==> src/rtl/tpu_drv_pkg.sv <==
// tpu_drv_pkg: opcodes, transaction sizes and FSM state shared by
// the TPU host driver (optional timeout: TPU_DRV_TIMEOUT_EN).
package tpu_drv_pkg;

  localparam logic [2:0] OP_NOP     = 3'b000;
  localparam logic [2:0] OP_LOAD    = 3'b001;
  localparam logic [2:0] OP_COMPUTE = 3'b010;

  localparam int NUM_OPERANDS = 8;
  localparam int NUM_RESULTS  = 4;
  localparam int DONE_BIT     = 7;

  typedef enum logic [2:0] {
    IDLE,
    LOAD,
    COMPUTE,
    WAIT_DONE,
    READ,
    EMIT
  } drv_state_t;

endpackage

==> src/rtl/tpu_drv_result_capture.sv <==
// tpu_drv_result_capture: waits out the result skew, then shifts four
// TPU result bytes into a 32-bit word, lane 0 first.
module tpu_drv_result_capture
  import tpu_drv_pkg::*;
#(
  parameter int SKEW = 0
) (
  input  logic        clk,
  input  logic        rst_n,
  input  logic        start,
  input  logic        active,
  input  logic [7:0]  data,
  output logic [31:0] word,
  output logic        last
);

  localparam int SW = (SKEW > 0) ? $clog2(SKEW + 1) : 1;

  logic [SW-1:0] skew_cnt;
  logic [1:0]    rd_cnt;
  logic          take;

  assign take = active && (skew_cnt == '0);
  assign last = take && (rd_cnt == 2'(NUM_RESULTS - 1));

  // new bytes enter at the top so c00 ends in lane 0
  always_ff @(posedge clk) begin
    if (!rst_n) begin
      skew_cnt <= '0;
      rd_cnt   <= '0;
      word     <= '0;
    end else if (start) begin
      skew_cnt <= SW'(SKEW);
      rd_cnt   <= '0;
    end else if (active) begin
      if (skew_cnt != '0) begin
        skew_cnt <= skew_cnt - 1'b1;
      end else begin
        word   <= {data, word[31:8]};
        rd_cnt <= rd_cnt + 2'd1;
      end
    end
  end

endmodule

==> src/rtl/tpu_host_driver.sv <==
// tpu_host_driver: streams 8 operands into the 2x2 TPU, runs it and
// returns the 4 result bytes (optional timeout: TPU_DRV_TIMEOUT_EN).
module tpu_host_driver
  import tpu_drv_pkg::*;
#(
  parameter int RESULT_SKEW    = 0,
  parameter int TIMEOUT_CYCLES = 255
) (
  input  logic        clk,
  input  logic        rst_n,
  input  logic [7:0]  s_data,
  input  logic        s_valid,
  output logic        s_ready,
  output logic [31:0] m_data,
  output logic        m_valid,
  input  logic        m_ready,
  output logic        busy,
  output logic [7:0]  tpu_ui_in,
  output logic [7:0]  tpu_uio_in,
  input  logic [7:0]  tpu_uo_out,
  input  logic [7:0]  tpu_uio_out,
  output logic        error
);

  drv_state_t state;
  logic [3:0] load_cnt;
  logic [2:0] op;
  logic       done;
  logic       cap_start;
  logic       cap_active;
  logic       cap_last;
  logic       unused_status;

  assign tpu_uio_in    = {5'b00000, op};
  assign done          = tpu_uio_out[DONE_BIT];
  assign unused_status = ^tpu_uio_out[6:0];
  assign cap_start     = (state == WAIT_DONE) && done;
  assign cap_active    = (state == READ);

  tpu_drv_result_capture #(
    .SKEW (RESULT_SKEW)
  ) u_cap (
    .clk    (clk),
    .rst_n  (rst_n),
    .start  (cap_start),
    .active (cap_active),
    .data   (tpu_uo_out),
    .word   (m_data),
    .last   (cap_last)
  );

`ifdef TPU_DRV_TIMEOUT_EN
  localparam int TW = $clog2(TIMEOUT_CYCLES + 1);
  logic [TW-1:0] tmo_cnt;
`else
  localparam int unused_tmo = TIMEOUT_CYCLES;
  assign error = 1'b0;
`endif

  always_ff @(posedge clk) begin
    if (!rst_n) begin
      state     <= IDLE;
      s_ready   <= 1'b0;
      m_valid   <= 1'b0;
      busy      <= 1'b0;
      tpu_ui_in <= '0;
      op        <= OP_NOP;
      load_cnt  <= '0;
`ifdef TPU_DRV_TIMEOUT_EN
      tmo_cnt   <= '0;
      error     <= 1'b0;
`endif
    end else begin
      unique case (state)
        IDLE: begin
          s_ready <= 1'b1;
          op      <= OP_NOP;
          if (s_valid && s_ready) begin
            tpu_ui_in <= s_data;
            op        <= OP_LOAD;
            load_cnt  <= 4'd1;
            busy      <= 1'b1;
            state     <= LOAD;
          end
        end
        LOAD: begin
          // an idle stream cycle must not advance the TPU load address
          if (s_valid && s_ready) begin
            tpu_ui_in <= s_data;
            op        <= OP_LOAD;
            load_cnt  <= load_cnt + 4'd1;
            if (load_cnt == 4'(NUM_OPERANDS - 1)) begin
              s_ready <= 1'b0;
              state   <= COMPUTE;
            end
          end else begin
            op <= OP_NOP;
          end
        end
        COMPUTE: begin
          op    <= OP_COMPUTE;
          state <= WAIT_DONE;
`ifdef TPU_DRV_TIMEOUT_EN
          tmo_cnt <= '0;
`endif
        end
        WAIT_DONE: begin
          op <= OP_NOP;
          if (done) begin
            state <= READ;
`ifdef TPU_DRV_TIMEOUT_EN
          end else if (tmo_cnt == TW'(TIMEOUT_CYCLES - 1)) begin
            error   <= 1'b1;
            busy    <= 1'b0;
            s_ready <= 1'b1;
            state   <= IDLE;
          end else begin
            tmo_cnt <= tmo_cnt + 1'b1;
`endif
          end
        end
        READ: begin
          if (cap_last) begin
            m_valid <= 1'b1;
            state   <= EMIT;
          end
        end
        EMIT: begin
          if (m_ready) begin
            m_valid <= 1'b0;
            busy    <= 1'b0;
            s_ready <= 1'b1;
            state   <= IDLE;
          end
        end
        default: state <= IDLE;
      endcase
    end
  end

endmodule

==> config.mk <==
export PLATFORM = sky130hd
export DESIGN_NAME = tpu_host_driver
export DESIGN_NICKNAME = d
export VERILOG_FILES = /design/src/rtl/tpu_drv_pkg.sv /design/src/rtl/tpu_drv_result_capture.sv /design/src/rtl/tpu_host_driver.sv
export SDC_FILE = /design/constraint.sdc
export NUM_CORES = 1
export LEC_CHECK = 0
export ABC_AREA = 1
export CAP_MARGIN = 10
export CORE_ASPECT_RATIO = 2
export CORE_MARGIN = 1.5
export CORE_UTILIZATION = 44
export CTS_CLUSTER_SIZE = 28
export DETAILED_ROUTE_END_ITERATION = 12
export PLACE_DENSITY = 0.79
export SLEW_MARGIN = 40
export SYNTH_ARGS = -nofsm -noshare
export SYNTH_HDL_FRONTEND = slang
export SYNTH_SLANG_ARGS = --single-unit
export TNS_END_PERCENT = 1
==> constraint.sdc <==
create_clock -name clk -period 1.6 [get_ports clk]
set_input_delay 0.32 -clock clk [delete_from_list [all_inputs] [get_ports clk]]
set_output_delay 0.32 -clock clk [all_outputs]
set_load 0.05 [all_outputs]
==> run metrics <==
status complete, no violations; NetSw 2510 µW; setup ws final 0.152 ns; post-synthesis mux area share 0; gr ovfl total 0; Clk Latency, worst-skew pair 0.30 ns; Avg Cell Area, Syn 7.84 µm²; post-synthesis compound-gate area fraction 0.124; fin crit period 1.45 ns; Tcrit/Tclk final 0.905; Pre-antenna DRT Iters 4; number of enable flip-flop cells after synthesis 0; antenna viol nets, final 0; Non-Filler Instances 407; design area 0.00291 mm²; Placed Area 0.00281 mm²; most frequent cells in the layout 95 x nor2_1, 54 x dfxtp_1, 49 x buf_4; maxcap violations 0; vias per inst 4.84; cts repair resizes 0; Async SR Flop Fraction 0; Post-Synthesis Cell Area 0.00223 mm²; YS warnings 0; sequential power share 0.354; synth top area cells dfxtp_1 48%, nor2_1 16%, o21ai_0 8.7%; area delta synth->final 30.1%; CP max FO 7; GR Util All Layers 0.173; dpl hpwl 3320 µm; number of DRC markers in iteration 0 23; Final Max Tran Viols 0; number of top-level pins 80; WHS Path Cells 2; PwrDens 1870 mW/mm²; Req. time, crit path 1.81 ns; CP startpoint kind flip-flop; htree depth 2; post-synthesis sequential area ratio 0.484; sw frac 0.463; Netlist cell types 32; most common cell after layout, fill and taps aside nor2_1; Root Driver clkbuf_8; WP data arrival 1.66 ns; # DRC 0; clk_skew 0.00413 ns; largest family of logic cells by synthesized area simple AND/OR/NAND/NOR gates; Row Count 36; Synth Area in Simple Gates 0.276; Die Y-Extent 104 µm; GP Congestion 0.788; Setup WS pre-CTS -0.0659 ns; crit end category flip-flop; largest net degree at the start of global routing 50; Fmax 0.691 GHz; maximum root-to-sink buffer count 2; Combinational Power Share 0.502; total number of vias 1,968; Antenna Cells 0; hold_sp busy; first-pass GRT wire length 7270 µm; Internal Dissipation 2910 µW; top-area cell type share of the netlist area 0.484; Clock power frac 0.144; fin nets 379; overall routed net length 4580 µm; post-CTS setup buffer count 0; I/O Buffers 65; Die Width 53.4 µm; Cells after Synth 285; r2r startpoint state[2]; prevailing post-synth register cell dfxtp_1; Wirelength per Cell 11.2 µm; Hold Path Class reg2reg; r2r setup slk 0.15 ns; clk slew on worst S/H paths 0.09 ns; XOR/XNOR Fraction of Synth Area 0.00784; Max VDD drop 1070 µV; clock tree from TritonCTS yes; Util after Layout 0.597; endpoints failing setup 0; initial antenna violation count 0; Die ar. 0.00554 mm²; Final Hold Viols 0; Core Area 0.00486 mm²; setup repair after global routing missed its margin no; Worst Setup SP state[2]; WHS Endpoint busy; Initial Utilization 0.459; CTS buffer count 5; CTS Sinks 54; Reg-to-Reg End state[1]; WS Path Type reg2reg; Synth Register Bits 54; leakage power 0.00127 µW; vias in the first global route 1,739; dominant cell type by area after synthesis dfxtp_1; Placed Cells 399; R2R cell count 8; share of cells above drive strength 1 0.217; adder and majority cell fraction of the synthesized area 0.0112; Hold Buf Count CTS 0
cells in the mapped netlist (3+ instances only):
cell and number:
o21ai_0 39, a21oi_1 9, buf_6 4, buf_4 10
o21ai_1 3, dfxtp_1 54, nor2_4 3, nor2_1 95
clkbuf_1 4, nand2_1 17, inv_2 3, inv_1 10
nand3_1 9, nand2_4 3
cell families (layout without fill, tap and decap cells):
kind of cell             after synthesis  after routing
AND/OR/NAND/NOR                      137            137
buffers and inverters                 35             94
flip-flops                            54             54
XOR/XNOR                               2              2
adder cells (fa/ha/maj)                2              2
other                                  1              7
AO/OA/AOI/OAI                         54             54
sequential cells by signal, summed over array words and instances, names as in the netlist:
name / count
u_cap.rd_cnt: 2
state: 3
op: 2
m_valid: 1
busy: 1
tpu_ui_in: 8
load_cnt: 4
s_ready: 1
u_cap.word: 32
through the flow:
stage | total power (µW) | hold WS [ns] | setup TNS [ns]
after floorplan | 3980 | 0.449 | 0
after global placement | 4640 | 0.442 | 0
after detailed placement | 4690 | 0.445 | -0.307
after CTS | 5480 | 0.459 | 0
after global routing | 5780 | 0.486 | 0
final | 5430 | 0.455 | 0
power by group through the flow:
| stage | Combinational (µW) | Sequential, µW | Clock (µW) |
|---|---|---|---|
| after floorplan | 1160 | 2820 | 0 |
| after global placement | 2690 | 1950 | 0 |
| after detailed placement | 2730 | 1960 | 0 |
| after CTS | 2750 | 1920 | 808 |
| after global routing | 2940 | 1960 | 877 |
| final | 2720 | 1920 | 781 |
critical path: stages, from the launching register on:
cell and delay (ns):
dfxtp_1 0.52, buf_4 0.24, nand3_2 0.11, nor2_2 0.15
inv_2 0.07, nand2_4 0.08, nor2_4 0.04, nor2_1 0.09
nor2_1 0.05
cell type report:
| class | instances | area (µm²) |
|---|---|---|
| tap | 57 | 71.3 |
| sequential | 54 | 1080 |
| fill | 459 | 1960 |
| timing repair buffer | 73 | 648 |
| multi-input combinational | 202 | 962 |
| inverter | 13 | 48.8 |
| clock buffer | 6 | 82.6 |
| clock inverter | 2 | 12.5 |
metal layers:
layer	wire length, µm	GRT usage
met3	240	0.0346
met5	0	0
met2	2430	0.310
met4	157	0.0971
met1	1750	0.172
worst max-delay path by stage:
stage / endpoint / slack (ns) / cells after the start
floorplan: tpu_ui_in[0] / 0.11 / 6
global placement: state[2] / 0.002 / 8
detailed placement: tpu_ui_in[5] / -0.07 / 7
CTS: state[1] / 0.15 / 8
global route: state[2] / 0.08 / 7
finish: state[1] / 0.15 / 8
Note: power is estimated with default switching activity, not from simulation.
